**src/rtl/rst_seq_pkg.sv**
```systemverilog
// Shared types and helpers for the multi-channel reset / clock-enable sequencer.
// The next-channel search is a plain function so it can be reused outside the RTL.
package rst_seq_pkg;

    typedef enum logic [1:0] {
        IDLE,
        GATED,
        RUN_PRE,
        RELEASE
    } seq_state_t;

    localparam int DEF_NUM_CH      = 4;
    localparam int DEF_CNT_W       = 8;
    localparam int DEF_GATE_CYCLES = 50;
    localparam int DEF_RUN_CYCLES  = 50;
    localparam int DEF_STAGGER     = 4;

    localparam int         MAX_CH = 32;
    localparam logic [5:0] NO_CH  = 6'd32;

    // Lowest set bit of mask strictly above 'after'; NO_CH when there is none.
    function automatic logic [5:0] lowest_set_above(input logic [MAX_CH-1:0] mask,
                                                    input int                after);
        logic [5:0] pos;
        pos = NO_CH;
        for (int i = MAX_CH - 1; i >= 0; i--) begin
            if (mask[i] && (i > after)) begin
                pos = 6'(i);
            end
        end
        return pos;
    endfunction

endpackage

```
**src/rtl/rst_seq_next_ch.sv**
```systemverilog
// Combinational search for the next channel to release above a given index,
// plus a flag telling whether that channel is the last one left in the mask.
module rst_seq_next_ch
    import rst_seq_pkg::*;
#(
    parameter int NUM_CH = DEF_NUM_CH,
    parameter int IDX_W  = 2
) (
    input  logic [NUM_CH-1:0] i_mask,
    input  logic [IDX_W-1:0]  i_idx,
    input  logic              i_from_start,
    output logic [IDX_W-1:0]  o_idx,
    output logic              o_none
);

    logic [MAX_CH-1:0] w_mask_ext;
    logic [5:0]        w_pos;
    logic [5:0]        w_after_pos;

    always_comb begin
        w_mask_ext             = '0;
        w_mask_ext[NUM_CH-1:0] = i_mask;
        w_pos                  = lowest_set_above(w_mask_ext, i_from_start ? -1 : int'(i_idx));
        w_after_pos            = lowest_set_above(w_mask_ext, int'(w_pos));
    end

    assign o_idx  = w_pos[IDX_W-1:0];
    assign o_none = (w_after_pos == NO_CH);

endmodule

```
**src/rtl/rst_seq_gen.sv**
```systemverilog
// Multi-channel reset and clock-enable sequencer: gate, run under reset, then
// release channels in ascending order with a fixed stagger; supports re-reset requests.
module rst_seq_gen
    import rst_seq_pkg::*;
#(
    parameter int NUM_CH      = DEF_NUM_CH,
    parameter int CNT_W       = DEF_CNT_W,
    parameter int GATE_CYCLES = DEF_GATE_CYCLES,
    parameter int RUN_CYCLES  = DEF_RUN_CYCLES,
    parameter int STAGGER     = DEF_STAGGER
) (
    input  logic              clk,
    input  logic              reset,
    input  logic              rst_req,
    input  logic [NUM_CH-1:0] ch_mask,
    output logic [NUM_CH-1:0] rst_n_out,
    output logic [NUM_CH-1:0] clk_en,
    output logic              busy,
    output logic              done
);

    localparam int     IDX_W   = (NUM_CH > 1) ? $clog2(NUM_CH) : 1;
    localparam longint CNT_LIM = longint'(1) << CNT_W;

    generate
        if (NUM_CH < 1 || NUM_CH > MAX_CH ||
            GATE_CYCLES < 1 || longint'(GATE_CYCLES) >= CNT_LIM ||
            RUN_CYCLES < 1  || longint'(RUN_CYCLES)  >= CNT_LIM ||
            STAGGER < 1     || longint'(STAGGER)     >= CNT_LIM) begin : g_param_check
            $error("rst_seq_gen: NUM_CH must be 1..32 and phase lengths 1..2^CNT_W-1");
        end
    endgenerate

    localparam logic [CNT_W-1:0] GATE_LD = CNT_W'(GATE_CYCLES - 1);
    localparam logic [CNT_W-1:0] RUN_LD  = CNT_W'(RUN_CYCLES - 1);
    localparam logic [CNT_W-1:0] STAG_LD = CNT_W'(STAGGER - 1);

    seq_state_t        r_state;
    logic [CNT_W-1:0]  r_cnt;
    logic [NUM_CH-1:0] r_active;
    logic [NUM_CH-1:0] r_pending;
    logic [IDX_W-1:0]  r_idx;
    logic [NUM_CH-1:0] r_rst_n;
    logic [NUM_CH-1:0] r_clk_en;
    logic              r_busy;
    logic              r_done;

    seq_state_t        w_state;
    logic [CNT_W-1:0]  w_cnt;
    logic [NUM_CH-1:0] w_active;
    logic [NUM_CH-1:0] w_pending;
    logic [IDX_W-1:0]  w_idx;
    logic [NUM_CH-1:0] w_rst_n;
    logic [NUM_CH-1:0] w_clk_en;
    logic              w_busy;
    logic              w_done;
    logic              w_req;
    logic [NUM_CH-1:0] w_start_mask;
    logic              w_from_start;
    logic [IDX_W-1:0]  w_sel;
    logic              w_last;

    assign w_req        = rst_req && (ch_mask != '0);
    assign w_from_start = (r_state == RUN_PRE);

    rst_seq_next_ch #(
        .NUM_CH (NUM_CH),
        .IDX_W  (IDX_W)
    ) u_next_ch (
        .i_mask       (r_active),
        .i_idx        (r_idx),
        .i_from_start (w_from_start),
        .o_idx        (w_sel),
        .o_none       (w_last)
    );

    // Reset lands directly in the first GATED cycle of an all-channel sequence.
    always_ff @(posedge clk) begin
        if (reset) begin
            r_state   <= GATED;
            r_cnt     <= GATE_LD;
            r_active  <= '1;
            r_pending <= '0;
            r_idx     <= '0;
            r_rst_n   <= '0;
            r_clk_en  <= '0;
            r_busy    <= 1'b1;
            r_done    <= 1'b0;
        end else begin
            r_state   <= w_state;
            r_cnt     <= w_cnt;
            r_active  <= w_active;
            r_pending <= w_pending;
            r_idx     <= w_idx;
            r_rst_n   <= w_rst_n;
            r_clk_en  <= w_clk_en;
            r_busy    <= w_busy;
            r_done    <= w_done;
        end
    end

    always_comb begin
        w_state      = r_state;
        w_cnt        = r_cnt;
        w_active     = r_active;
        w_pending    = r_pending;
        w_idx        = r_idx;
        w_rst_n      = r_rst_n;
        w_clk_en     = r_clk_en;
        w_busy       = r_busy;
        w_done       = 1'b0;
        w_start_mask = r_pending | (w_req ? ch_mask : '0);

        if ((r_state != IDLE) && w_req) begin
            w_pending = r_pending | ch_mask;
        end

        case (r_state)
            IDLE: begin
                // Pending work left by the previous sequence merges with a fresh request.
                if (w_start_mask != '0) begin
                    w_state   = GATED;
                    w_cnt     = GATE_LD;
                    w_active  = w_start_mask;
                    w_pending = '0;
                    w_rst_n   = r_rst_n & ~w_start_mask;
                    w_clk_en  = r_clk_en & ~w_start_mask;
                    w_busy    = 1'b1;
                end
            end
            GATED: begin
                if (r_cnt == '0) begin
                    w_state  = RUN_PRE;
                    w_cnt    = RUN_LD;
                    w_clk_en = r_clk_en | r_active;
                end else begin
                    w_cnt = r_cnt - CNT_W'(1);
                end
            end
            RUN_PRE, RELEASE: begin
                if (r_cnt == '0) begin
                    w_rst_n[w_sel] = 1'b1;
                    w_idx          = w_sel;
                    w_cnt          = STAG_LD;
                    if (w_last) begin
                        w_state = IDLE;
                        w_busy  = 1'b0;
                        w_done  = 1'b1;
                    end else begin
                        w_state = RELEASE;
                    end
                end else begin
                    w_cnt = r_cnt - CNT_W'(1);
                end
            end
            default: begin
                w_state = IDLE;
            end
        endcase
    end

    assign rst_n_out = r_rst_n;
    assign clk_en    = r_clk_en;
    assign busy      = r_busy;
    assign done      = r_done;

endmodule

```
**config.mk**
```make
export PLATFORM = sky130hd
export DESIGN_NAME = rst_seq_gen
export DESIGN_NICKNAME = d
export VERILOG_FILES = /design/src/rtl/rst_seq_pkg.sv /design/src/rtl/rst_seq_next_ch.sv /design/src/rtl/rst_seq_gen.sv
export SDC_FILE = /design/constraint.sdc
export NUM_CORES = 1
export LEC_CHECK = 0
export CORE_UTILIZATION = 54
export CTS_CLUSTER_DIAMETER = 50
export DETAILED_ROUTE_END_ITERATION = 16
export HOLD_SLACK_MARGIN = 0.02
export PLACE_DENSITY = 0.86
export SYNTH_ARGS = -nofsm -noshare
export SYNTH_HDL_FRONTEND = slang
export SYNTH_SLANG_ARGS = --single-unit
```
**constraint.sdc**
```tcl
create_clock -name clk -period 2.3 [get_ports clk]
set_clock_uncertainty 0.15 [all_clocks]
set_input_delay 0.69 -clock clk [delete_from_list [all_inputs] [get_ports clk]]
set_output_delay 0.69 -clock clk [all_outputs]
set_load 0.05 [all_outputs]
```
# Yosys cells after proc, flatten, opt, wreduce, memory -nomap -nowiden
# Cells that the tools add are included.
dict set report op_classes {
  addsub 1
  multipliers 0
  div 0
  order_cmp 9
  eq_ne 8
  n_shift 0
  n_mux 34
  bitwise_logic 9
  n_reduce_logical 25
}
# cell n
set ops {}
lappend ops {{$gt A3 B32 Y1 const A} 2}
lappend ops {{$mux W6} 7}
lappend ops {{$gt A1 B32 Y1 const A} 1}
lappend ops {{$gt A2 B32 Y1 const A} 1}
lappend ops {{$mux W32} 1}
lappend ops {{$mux W4} 8}
lappend ops {{$mux W8} 3}
lappend ops {{$pmux W8 S3} 1}
lappend ops {{$or A4 B4 Y4} 4}
lappend ops {{$pmux W4 S2} 2}
lappend ops {{$gt A2 B6 Y1 const A} 2}
lappend ops {{$logic_and A1 B1 Y1} 10}
lappend ops {{$reduce_and A3 Y1} 3}
lappend ops {{$and A4 B4 Y4} 2}
lappend ops {{$logic_not A8 Y1} 1}
lappend ops {{$mux W2} 4}
lappend ops {{$reduce_bool A4 Y1} 2}
lappend ops {{$sub A8 B1 Y8 const B} 1}
lappend ops {{$eq A6 B6 Y1 const B} 1}
lappend ops {{$gt A1 B6 Y1 const A} 1}
lappend ops {{$ne A2 B2 Y1 const B} 3}
lappend ops {{$pmux W2 S3} 1}
lappend ops {{$reduce_bool A2 Y1} 3}
lappend ops {{$mux W1} 5}
lappend ops {{other kinds (14)} 17}
dict set report word_totals {
  register_bits 30
  latchBits 0
  mem_bits_rw 0
  romBits 0
  output_inout_bits 10
  word_cells 95
  mem_count 0
}

# Longest topological paths before layout
# Gate-level depths: netlist (run 1).
dict set report depth {
  depth_word 17
  ltp_mapped 7
}

# Modules after synthesis
# A second synthesis (run 1) with hierarchy kept.
dict set report unflattened {
  hier_cells 165
  hier_area_um2 1442.6
}
# module n_inst cells_each area_each_um2 seq_area_each_um2
set modules_own_cells {}
lappend modules_own_cells {rst_seq_gen 1 148 1326.3 600.6}
lappend modules_own_cells {rst_seq_next_ch 1 17 116.4 0.0}

# Least setup slack after synthesis (run 1)
# OpenSTA, ideal clock, no wires.
dict set report synth_path {
  kind {input-to-reg}
  startpoint {in ch_mask[0]}
  endpoint {reg r_cnt[0]}
  setup_time_ps 120
  arrival_ps 1768
  slack_ps 262
  cell_stages 5
  n_path_buf 1
  path_cell_list {o41ai_1 -> and3_1 -> clkbuf_1 -> a21oi_1 -> a211o_1}
}
dict set report synth_via {
  elab_chain_cells 6
}
# element line
set synth_lines {}
lappend synth_lines {{from (decl)} rst_seq_gen.sv:15} ;# input logic [NUM_CH-1:0] ch_mask,
lappend synth_lines {{$reduce_bool A4 Y1} rst_seq_gen.sv:63} ;# assign w_req = rst_req && (ch_mask != '0);
lappend synth_lines {{$logic_and A1 B1 Y1} rst_seq_gen.sv:63}
lappend synth_lines {{$mux W4 (*)} rst_seq_gen.sv:112} ;# w_start_mask = r_pending | (w_req ? ch_mask : '0);
lappend synth_lines {{$or A4 B4 Y4 (*)} rst_seq_gen.sv:112}
lappend synth_lines {{$reduce_bool A4 Y1 (*)} rst_seq_gen.sv:121} ;# if (w_start_mask != '0) begin
lappend synth_lines {{$ne A2 B2 Y1 (no source line) (*)} --}
lappend synth_lines {{to (signal assigned)} rst_seq_gen.sv:91} ;# r_cnt <= w_cnt;
lappend synth_lines {{to (decl)} rst_seq_gen.sv:39} ;# logic [CNT_W-1:0] r_cnt;
# Mark *: on every way between the ends. The rest lies on a longest branch, timed or not.
# A chain may end at the register's enable or synchronous reset.

# Worst setup path after layout (run 1)
dict set report layout_path {
  startpoint {reg r_cnt[0]}
  endpoint {reg r_idx[0]}
}
dict set report layout_via {
  elab_chain_cells 2
}
# element line
set layout_lines {}
lappend layout_lines {{$logic_not A8 Y1} rst_seq_gen.sv:141} ;# if (r_cnt == '0) begin
lappend layout_lines {{$reduce_and A2 Y1 (no source line)} --}
lappend layout_lines {{to (signal assigned)} rst_seq_gen.sv:94} ;# r_idx <= w_idx;
lappend layout_lines {{to (decl)} rst_seq_gen.sv:42} ;# logic [IDX_W-1:0] r_idx;
# Every way passes these cells.

==> results of run 1 <==
==> placed cells by master, fill, tap and decap left out, types with 2 or more instances in the layout <==
cell type        Yosys  routed
nand2_1             22      22
a22oi_1              2       2
nand3_1              3       3
buf_4                1      13
clkbuf_4             0       5
o21ai_0             13      13
clkdlybuf4s50_1      0       6
dfxtp_1             30      30
o211ai_1             3       3
inv_1                7       7
nor3_1              10      10
a211o_1              3       3
or3_1                2       2
nor2_1              14      14
a221oi_1             2       2
a31oi_1              4       4
a211oi_1             2       2
a21oi_1             22      22
and3_2               1       2
a21o_1               2       2
==> worst min-delay path by stage <==
stage | end | start | cells after the start | slack [ns]
after floorplan | r_idx[0] | r_idx[0] | 2 | 0.30
after global placement | rst_n_out[2] | rst_n_out[2] | 1 | 0.31
after detailed placement | rst_n_out[2] | rst_n_out[2] | 1 | 0.32
after CTS | rst_n_out[3] | rst_n_out[3] | 2 | 0.34
after global routing | rst_n_out[2] | rst_n_out[2] | 1 | 0.36
final | rst_n_out[3] | rst_n_out[3] | 2 | 0.33
==> where the power goes <==
| part | internal, mW | switching (mW) | total, mW |
|---|---|---|---|
| combinational | 0.0435 | 0.0447 | 0.0881 |
| sequential | 0.534 | 0.0167 | 0.551 |
| clock | 0.148 | 0.186 | 0.334 |
| total | 0.725 | 0.248 | 0.973 |
==> cells in the mapped netlist (2+ instances only) <==
master and number:
nor2_1 14, dfxtp_1 30, and3_1 2, a211o_1 3, a21o_1 2, inv_1 7, o21ai_0 13, or3_1 2
nand3_1 3, buf_6 2, a221oi_1 2, nor3_1 10, a211oi_1 2, a31oi_1 4, a22oi_1 2, o211ai_1 3
nand2_1 22, clkbuf_1 3, a21oi_1 22
==> cells by family (layout without fill, tap and decap cells) <==
| family | count (synthesis) | after routing | synth area share |
|---|---|---|---|
| buf+inv | 15 | 36 | 0.0626 |
| fa+ha+maj | 1 | 1 | 0.00869 |
| simple gates | 67 | 67 | 0.243 |
| flops | 30 | 30 | 0.417 |
| compound gates | 61 | 61 | 0.268 |
==> routing by layer <==
metal  track usage  part of all wire
met1         0.314              0.42
met3        0.0650             0.082
met2         0.454              0.48
met5             0                 0
met4         0.127             0.015
==> sequential cells by signal (all words and copies together), names as in the netlist <==
signal     flops
r_idx          2
busy           1
r_cnt          8
r_pending      4
rst_n_out      4
r_active       4
done           1
clk_en         4
r_state        2
==> repair_timing <==
item                                    CTS  global route
gates resized for setup                   0             3
endpoints found under the setup margin    0             6
buffers inserted                          0             0
==> metrics by stage <==
| stage | area (sq um) | power [mW] |
|---|---|---|
| CTS | 1660 | 0.968 |
| floorplan | 1440 | 0.615 |
| detailed placement | 1600 | 0.648 |
| global placement | 1600 | 0.644 |
| global route | 1670 | 1.01 |
| finish | 1670 | 0.973 |
==> cell type report <==
type | count | share of cell area
Inverter | 7 | 0.0157
Multi-Input combinational cell | 129 | 0.453
Timing Repair Buffer | 21 | 0.114
Clock inverter | 1 | 0.00299
Tap cell | 30 | 0.0224
Clock buffer | 7 | 0.0329
Sequential cell | 30 | 0.359
==> critical path: stages, from the launching register on <==
cell,delay [ns]
dfxtp_1,0.36
inv_1,0.09
ha_1,0.23
nor4b_4,0.31
nand2_1,0.25
nor2_1,0.38
nand3_1,0.15
a21oi_1,0.15
==> results.toml, run 1 <==
[placement]
io_buffer_count = 16
hpwl_mm = 2.49
gp_congestion = 0.886
place_ws_ns = -0.188
dp_cells = 217

[worst_hold_path]
hp-class = "register to register"

[route]
drt_iter0_markers = 56
vias = 1414
antenna_left = 0
post-route-drc-count = 0
drt_wl_total_mm = 3.52
routed_via_density = 6.28
drt_first_pass_iters = 5
detail_route.wl_per_cell_microns = 15.6

[grt]
grt_pass1_wl_mm = 5.45
grt_pass1_vias = 1266
grtUsageTotal = 0.268
grt_overflow = 0
antenna_found_initial = 0
grt_max_degree = 27

[worst_setup_path]
critPathCaptureType = "register"
cp-start-kind = "register"
rr_endpoint = "r_idx[0]"
worstRegToRegCells = 7
path_max_fanout = 7
cp-endpoint = "r_idx[0]"
cp_data_arrival_time_ns = 2.26
critical_path_class = "register to register"
crit_start = "r_cnt[0]"
critical_path_required_ns = 2.41
rrSetupSlack_ns = 0.15
timing.rr.start = "r_cnt[0]"

[cts]
cts_buffers = 5
cts_hold_buf = 0
cts.sinks = 30
cts_tree = "built"
cts_buffer_depth = 2
cts-root-buf = "clkbuf_4"
path_clk_slew_ns = 0.10
clock_latency_ns = 0.34
cts_max_level = 2

[timing]
tns_ns = 0
fin_crit_ns = 2.15
hold_viol_final = 0
fmax_mhz = 465
whs_ns = 0.332
finalSetupViolCount = 0
setup_ws_ns = 0.149
rsz0062_at_grt = "no"
fin_crit_sh = 0.935
slew_headroom = 0.552
slew_violations = 0
tightest_slew_ns = 0.670

[power_and_ir_drop]
power.density_mw_per_mm2 = 582
leakagePower_nw = 0.682
ir_worst_vdd_v = 0.000448

[cells_and_area]
antenna-diode-count = 0
finalCoreUtilization = 0.669
instances_no_fill = 225
drive_above_1_share = 0.159
multi_input_area_sq_um = 758
layout.nets = 202
seq_area_sq_um = 601
area_growth_pct = 16.2
fillCellCount = 200

[logic_synthesis]
yosysWarnings = 0
ys_async_sr_fraction = 0
ys_types = 45
netlist_instances = 174
synthFlopType = "dfxtp_1"
yosys.area.top_type_share = 0.417
seq_area_frac_synth = 0.417
synth_area_leaders = "dfxtp_1 42%, a21oi_1 7.6%, nand2_1 5.7%"
syn_area_sq_mm = 0.00144
synth_area_per_cell_sq_um = 8.28
synth-seq-cells = 30
synth_top_area_cell = "dfxtp_1"
synthesis.nets = 182
synth_edf_count = 0

[floorplan]
coreArea_sq_mm = 0.00250
dieArea_sq_mm = 0.00288
ios = 17
rows = 18
die_h_microns = 53.6
start_util = 0.576
dieWidth_microns = 53.6

[outcome]
status = "finished clean"

[run]
max-cap-violations = 0
Power figures use the tool's default switching activity.
==> run 2: changes to the inputs <==
- SLEW_MARGIN: not set -> 20
==> results of run 2 <==
The final DEF is identical to that of run 1; final timing and power are the same.
